**config.mk**
```make
export PLATFORM = sky130hd
export DESIGN_NAME = tea_decrypt
export DESIGN_NICKNAME = d
export VERILOG_FILES = /design/src/rtl/tea_pkg.sv /design/src/rtl/tea_round_dec.sv /design/src/rtl/tea_decrypt.sv
export SDC_FILE = /design/constraint.sdc
export NUM_CORES = 1
export LEC_CHECK = 0
export ABC_AREA = 1
export ABC_CLOCK_PERIOD_IN_PS = 7570
export BUFFER_PORTS_ARGS = -buffer_cell sky130_fd_sc_hd__buf_2
export CORE_MARGIN = 10
export CORE_UTILIZATION = 25
export DETAILED_ROUTE_END_ITERATION = 16
export GPL_ROUTABILITY_DRIVEN = 0
export PLACE_DENSITY_LB_ADDON = 0.2
export SYNTH_ARGS = -nofsm -noshare
export SYNTH_HDL_FRONTEND = slang
export SYNTH_SLANG_ARGS = --single-unit
```
**constraint.sdc**
```tcl
create_clock -name clk -period 7.57 [get_ports clk]
set_input_delay 1.514 -clock clk [delete_from_list [all_inputs] [get_ports clk]]
set_output_delay 1.514 -clock clk [all_outputs]
set_load 0.02 [all_outputs]
```
**src/rtl/tea_pkg.sv**
```systemverilog
// Shared TEA definitions: constants, FSM state encoding, key layout and round function.
package tea_pkg;

  localparam logic [31:0] TEA_DELTA      = 32'h9E3779B9;
  localparam int          TEA_ROUNDS_DEF = 32;
  localparam logic [31:0] TEA_SUM_INIT   = 32'(TEA_DELTA * TEA_ROUNDS_DEF);

  typedef enum logic [1:0] {IDLE, RUN, DONE} tea_state_e;

  // k0 sits in the top word so a plain cast from the 128-bit port works
  typedef struct packed {
    logic [31:0] k0;
    logic [31:0] k1;
    logic [31:0] k2;
    logic [31:0] k3;
  } tea_key_t;

  function automatic logic [31:0] tea_f(input logic [31:0] v, input logic [31:0] sum,
                                        input logic [31:0] ka, input logic [31:0] kb);
    return ((v << 4) + ka) ^ (v + sum) ^ ((v >> 5) + kb);
  endfunction

endpackage

```
**src/rtl/tea_round_dec.sv**
```systemverilog
// One full TEA decryption round, purely combinational; v0 update consumes the new v1.
module tea_round_dec
  import tea_pkg::*;
(
  input  logic [31:0] v0,
  input  logic [31:0] v1,
  input  logic [31:0] sum,
  input  tea_key_t    key,
  output logic [31:0] v0_n,
  output logic [31:0] v1_n
);

  // two chained half-rounds: undo v1 first, then v0 with the recovered v1
  always_comb begin
    v1_n = v1 - tea_f(v0, sum, key.k2, key.k3);
    v0_n = v0 - tea_f(v1_n, sum, key.k0, key.k1);
  end

endmodule

```
**src/rtl/tea_decrypt.sv**
```systemverilog
// Iterative TEA decryptor: one round per clock, start/busy/done handshake.
module tea_decrypt
  import tea_pkg::*;
#(
  parameter int          ROUNDS = TEA_ROUNDS_DEF,
  parameter logic [31:0] DELTA  = TEA_DELTA
) (
  input  logic         clk,
  input  logic         rst,
  input  logic         start,
  input  logic [63:0]  ciphertext,
  input  logic [127:0] key,
  output logic [63:0]  plaintext,
  output logic         busy,
  output logic         done
);

  localparam int          CW       = $clog2(ROUNDS + 1);
  localparam logic [31:0] SUM_INIT = 32'(DELTA * ROUNDS);

  tea_state_e  state, state_n;
  logic [31:0] v0, v1, sum;
  logic [31:0] v0_n, v1_n;
  tea_key_t    key_q;
  logic [CW-1:0] round_cnt;
  logic        accept, last;

  assign accept = start && (state == IDLE || state == DONE);
  assign last   = (round_cnt == CW'(ROUNDS - 1));

  tea_round_dec u_round (
    .v0   (v0),
    .v1   (v1),
    .sum  (sum),
    .key  (key_q),
    .v0_n (v0_n),
    .v1_n (v1_n)
  );

  // state register
  always_ff @(posedge clk) begin
    if (rst) state <= IDLE;
    else     state <= state_n;
  end

  // next-state: DONE re-enters RUN directly when start is already waiting
  always_comb begin
    state_n = state;
    case (state)
      IDLE:    if (start) state_n = RUN;
      RUN:     if (last)  state_n = DONE;
      DONE:    state_n = start ? RUN : IDLE;
      default: state_n = IDLE;
    endcase
  end

  // handshake outputs are pure state decodes
  always_comb begin
    busy = (state == RUN);
    done = (state == DONE);
  end

  // datapath: latch on accept, iterate in RUN, publish result on the last round
  always_ff @(posedge clk) begin
    if (rst) begin
      v0        <= '0;
      v1        <= '0;
      sum       <= '0;
      key_q     <= '0;
      round_cnt <= '0;
      plaintext <= '0;
    end else if (accept) begin
      v0        <= ciphertext[63:32];
      v1        <= ciphertext[31:0];
      key_q     <= tea_key_t'(key);
      sum       <= SUM_INIT;
      round_cnt <= '0;
    end else if (state == RUN) begin
      v0        <= v0_n;
      v1        <= v1_n;
      sum       <= sum - DELTA;
      round_cnt <= round_cnt + CW'(1);
      if (last) begin
        plaintext <= {v0_n, v1_n};
        // the schedule must unwind exactly back to zero
        assert (sum - DELTA == 32'd0);
      end
    end
  end

endmodule

```
; ---- Word-level counts from Yosys, hierarchy flattened
; Index checks and enable logic that the tools add are counted.
; W data, S select, Z words.
[classes]
n_eq_ne = 5
bitwise = 5
addsub = 10
n_mux = 10
reduce_logical = 7
[op_table]
columns = cell, n
row1 = $mux W32, 6
row2 = $add A32 B32 Y32, 4
row3 = $xor A32 B32 Y32, 4
row4 = $add A27 B32 Y32, 2
row5 = $sub A32 B32 Y32, 2
row6 = $sub A32 B32 Y32 const B, 1
row7 = $add A6 B1 Y6 const B, 1
row8 = $eq A6 B5 Y1 const B, 1
row9 = $pmux W2 S3, 1
row10 = $mux W2, 2
row11 = $reduce_and A3 Y1, 1
row12 = $eq A2 B1 Y1 const B, 1
row13 = $eq A2 B2 Y1 const B, 1
row14 = $logic_not A2 Y1, 1
row15 = $ne A2 B1 Y1 const B, 1
row16 = $ne A2 B2 Y1 const B, 1
row17 = $reduce_and A2 Y1, 1
row18 = $reduce_bool A2 Y1, 1
row19 = $reduce_or A2 Y1, 1
row20 = $logic_and A1 B1 Y1, 1
row21 = $logic_or A1 B1 Y1, 1
row22 = $mux W1, 1
row23 = $not A1 Y1, 1
[word_totals]
wordCells = 48
regBits = 296
in_bits = 195
out_inout_bits = 66

; ---- Logic depth before layout (Yosys ltp)
[logic_depth]
word_depth = 10
depth_mapped = 52
ltp_nobuf = 52

; ---- Modules after synthesis
; From an unflattened synthesis, not the netlist that was laid out.
[unflattened]
hier_cells = 3687
hier_area_um2 = 25122.8
[modules_own_cells]
columns = mod, area_per_inst_um2, seq_area_each_um2, instances, cells_per_inst
row1 = tea_round_dec, 13409.1, 0.0, 1, 2124
row2 = tea_decrypt, 11713.7, 5925.7, 1, 1563

; ---- Worst setup path before layout
; No wires, ideal clock.
[synth_timing]
path_kind = flip-flop to flip-flop
from = reg sum[0]
to = reg plaintext[63]
arrival_ns = 7.145
required_ns = 7.456
path_slack_ns = 0.311
setup_ns = 0.114
period_less_slack_ns = 7.259
path_stages_with_launch = 48
path_cell_list = dfxtp_1 > ha_1 > fa_1 > nand3_1 > nand2_1 > nand2_1 > nand2_1 > a21oi_2 > o21ai_1 > a21oi_2 > inv_1 > a21oi_2 > o21ai_1 > a21oi_1 > xor2_1 > xor2_1 > ha_1 > nand2_1 > (+12 left out) > nand2_1 > xor2_1 > xor2_1 > xnor3_1 > ha_1 > inv_1 > nor3_1 > inv_1 > nor3_1 > a21oi_1 > nand2_1 > xor2_1 > xor2_1 > inv_1 > nand2_1 > nand2_1 > o21bai_1 > inv_1
[synth_via]
elab_chain_len = 8
word_cells_on_any_way = 10
classes_between = add/sub (6) / bitwise (4)
[synth_lines]
columns = item, line_no
row1 = "start, declared", tea_decrypt.sv:22  ; logic [31:0] v0, v1, sum;
row2 = "start signal, assigned", tea_decrypt.sv:81  ; sum <= sum - DELTA;
row3 = $add A32 B32 Y32 *, tea_pkg.sv:20  ; return ((v << 4) + ka) ^ (v + sum) ^ ((v >> 5) + kb);
row4 = $xor A32 B32 Y32 * (2 in a row), tea_pkg.sv:20
row5 = $sub A32 B32 Y32 *, tea_round_dec.sv:15  ; v1_n = v1 - tea_f(v0, sum, key.k2, key.k3);
row6 = via u_round.v1_n[26], tea_round_dec.sv:10  ; output logic [31:0] v1_n
row7 = $add A32 B32 Y32, tea_pkg.sv:20
row8 = $xor A32 B32 Y32, tea_pkg.sv:20
row9 = $xor A32 B32 Y32 *, tea_pkg.sv:20
row10 = $sub A32 B32 Y32 *, tea_round_dec.sv:16  ; v0_n = v0 - tea_f(v1_n, sum, key.k0, key.k1);
row11 = "end signal, assigned", tea_decrypt.sv:84  ; plaintext <= {v0_n, v1_n};
row12 = "end, declared", tea_decrypt.sv:13  ; output logic [63:0] plaintext,
; Mark *: on every way through the listed nets, which the timed path passes. The rest lies on a longest branch.
; A chain may end at the register's enable or synchronous reset.

; ---- Final worst setup path
[layout_timing]
from = reg v0[20]
to = reg v0[31]
[layout_via]
elab_chain_len = 10
word_cells_on_any_way = 14
classes_between = add/sub (8) / mux (2) / bitwise (4)
[layout_lines]
columns = item, line_no
row1 = "start, declared", tea_decrypt.sv:22
row2 = "start signal, assigned", tea_decrypt.sv:73  ; v0 <= ciphertext[63:32];
row3 = "start signal, assigned", tea_decrypt.sv:79  ; v0 <= v0_n;
row4 = $add A32 B32 Y32, tea_pkg.sv:20
row5 = $xor A32 B32 Y32, tea_pkg.sv:20
row6 = $xor A32 B32 Y32 *, tea_pkg.sv:20
row7 = $sub A32 B32 Y32 *, tea_round_dec.sv:15
row8 = via u_round.v1_n[31], tea_round_dec.sv:10
row9 = $add A32 B32 Y32, tea_pkg.sv:20
row10 = $xor A32 B32 Y32, tea_pkg.sv:20
row11 = $xor A32 B32 Y32 *, tea_pkg.sv:20
row12 = $sub A32 B32 Y32 *, tea_round_dec.sv:16
row13 = $mux W32 *, tea_decrypt.sv:78  ; end else if (state == RUN) begin
row14 = $mux W32 *, tea_decrypt.sv:72  ; end else if (accept) begin
; Mark *: on every way through the listed nets, which the timed path passes. The rest lies on a longest branch. The select of a mux whose other input is x is not followed.

==> results.json <==
{
  "worstPathArrival_ps": 8130,
  "avgRoutedWirePerCell_um": 18.6,
  "violations": "negative setup slack",
  "cp_common_cell": "nand2_1",
  "avgViaCountPerCell": 4.62,
  "grt_max_degree": 101,
  "hold_violations": 0,
  "die_x_um": 330,
  "synth.net_count": 3932,
  "crit_family": "simple AND/OR/NAND/NOR gates",
  "routed_wl_um": 107000,
  "yosysSeqAreaShare_pct": 24.7,
  "start_kind": "register",
  "die_h_um": 330,
  "clock_path_buffers": 3,
  "first_pass_iters": 5,
  "status": "complete, but fails checks",
  "dieArea_mm2": 0.109,
  "antenna_found_initial": 6,
  "top_usage_layer": "met2",
  "setup_viol": 2,
  "ys_ff_latch": 296,
  "drive_gt1_share_pct": 32.7,
  "io_pins": 261,
  "cts_sinks": 296,
  "vias": 26500,
  "port_buffers": 260,
  "row_count": 113,
  "cts_inserted_buffers": 39,
  "nets": 4885,
  "cp-end-kind": "register",
  "cts_tree": "done",
  "period_share_pct": 100,
  "syn_area_mm2": 0.0240,
  "grtUsageMet2_pct": 30.2,
  "ctsHoldBuffers": 0,
  "max_freq_mhz": 132,
  "dp_slack_ps": -501,
  "setup_ws_ps": -31.8,
  "grt_pass1_wl_um": 157000,
  "fillers": 10100,
  "avgSynthCellArea_um2": 6.89,
  "required_ps": 8090,
  "layout.cells.most_common": "buf_4",
  "final_cell_mix": "buf_4, nand2_1, nor2_1",
  "cpPeakStageDelay_ps": 660,
  "rsz0062_at_grt": "yes",
  "htreeDepth": 2,
  "clk_pin_slew_worst_paths_ps": 60,
  "dp_hpwl_um": 86000,
  "dp_cells": 5617,
  "drc": 0,
  "drt_iter0_drc": 1553,
  "synth_warnings": 0,
  "use_met3_pct": 3.01,
  "hp-class": "register to register",
  "finalClockSkew_ps": 36.6,
  "crit_buf_inv": 7,
  "ys_types": 61,
  "initial_utilization_pct": 25.2,
  "crit_fanout": 5,
  "worst_pin_slew_ps": 1030,
  "stdcell_count": 5734,
  "gr-total-overflow": 0,
  "slew_violations": 0,
  "maxCapViolations": 0,
  "drtAntennaViolNets": 0,
  "crit_type": "register to register",
  "root_buffer": "clkbuf_16",
  "use_met1_pct": 26.2,
  "grt_pass1_vias": 26300,
  "clk_latency_ps": 600,
  "period_needed_ps": 7600,
  "crit_path_top_delay_cell": "dfxtp_1",
  "slew_headroom_pct": 31.4,
  "core_area_mm2": 0.0952,
  "grt_use_total_pct": 18.8,
  "syn_inst": 3486,
  "syn_to_final_growth_pct": 48.3
}
synth_stat cells, drive strengths merged:
| cell | count | area (um2) |
|---|---|---|
| ha | 243 | 3040 |
| xor2 | 237 | 2080 |
| a21oi | 285 | 1480 |
| xnor2 | 101 | 885 |
| nand2 | 702 | 2680 |
| o2111ai | 2 | 17.5 |
| o21bai | 52 | 394 |
| o31ai | 6 | 50.1 |
| a22o | 2 | 17.5 |
| a2111oi | 1 | 8.76 |
| a211o | 1 | 8.76 |
| nor4 | 11 | 68.8 |
| or2 | 11 | 68.8 |
| xnor3 | 3 | 67.6 |
| o21a | 14 | 105 |
| clkinv | 2 | 7.51 |
| o211a | 2 | 20.0 |
| and3 | 1 | 6.26 |
| a221oi | 5 | 43.8 |
| a21boi | 14 | 128 |
| o22ai | 1 | 6.26 |
| a21o | 20 | 151 |
| o31a | 1 | 8.76 |
| o221ai | 3 | 26.3 |
| a311oi | 2 | 17.5 |
| a211oi | 8 | 60.1 |
| a31o | 1 | 8.76 |
| nand4 | 24 | 150 |
| fa | 8 | 160 |
| o211ai | 22 | 165 |
| clkbuf | 88 | 332 |
| inv | 311 | 1170 |
| dfxtp | 296 | 5930 |
| nor3b | 2 | 20.0 |
| a31oi | 78 | 488 |
| o21ai | 313 | 1600 |
| nand3b | 4 | 30.0 |
| nand3 | 108 | 566 |
| buf | 11 | 48.8 |
| nor2 | 446 | 1680 |
| nor3 | 44 | 225 |
worst min-delay path, cell delays in order (launching register included):
cell     delay, ps
dfxtp_1        310
nand2_1         60
a21oi_1         50
worst paths after layout:
kind                                endpoint          from  cells after the start  slack, ps
worst max-delay path                  v0[31]        v0[20]                     43        -30
worst max register to register        v0[31]        v0[20]                     43        -30
worst min register to register  plaintext[0]  plaintext[0]                      2        460
worst min-delay path            plaintext[0]  plaintext[0]                      2        460
routing by layer:
| metal | vias to the layer above | part of all wire (%) |
|---|---|---|
| li1 | 13500 | - |
| met1 | 12300 | 49 |
| met2 | 552 | 44 |
| met3 | 98 | 4.9 |
| met4 | 6 | 2.1 |
| met5 | - | 0.026 |
cell families (layout without fill, tap and decap cells):
group | Yosys count | in the layout | synth area share, %
compound gates | 833 | 833 | 20.0
simple gates | 1353 | 1353 | 22.9
xor+xnor | 341 | 341 | 12.6
flops | 296 | 296 | 24.7
buf+inv | 412 | 1392 | 6.47
fa+ha+maj | 251 | 251 | 13.3
other cells | 0 | 3 | 0
state kept, by name, summed over array words and instances (netlist names):
signal,cells
v1,32
v0,32
sum,32
state,2
key_q,128
plaintext,64
round_cnt,6
stage by stage:
step | hold slack [ps] | TNS, ps | area (um2) | util, %
after floorplan | 456 | 0 | 24000 | -
after global placement | 453 | -4190 | 31900 | 33.5
after detailed placement | 454 | -4480 | 31900 | 33.5
after CTS | 463 | -0.199 | 33700 | 35.4
after global routing | 484 | -3490 | 35600 | 37.4
final | 459 | -51.3 | 35600 | 37.4
repair_timing:
item,4_1_cts,5_1_grt
pin swaps,49,147
setup buffers,15,35
setup endpoints to repair,16,32
gates resized for setup,99,306
hold endpoints to repair,0,0
final cells by class:
cell class	instances	area, um2	area share (%)
well taps	1265	1580	4.44
flip-flops and latches	296	5940	16.7
diodes	3	7.51	0.0211
inverters	313	1180	3.33
clock buffers	48	1040	2.92
repair buffers	1011	7040	19.8
multi-input cells	2778	18500	52.0
clock inverters	20	288	0.808
Power is left out: the tool's default activity adds up to more than one toggle a clock period on the data nets, which glitch-free logic cannot reach.
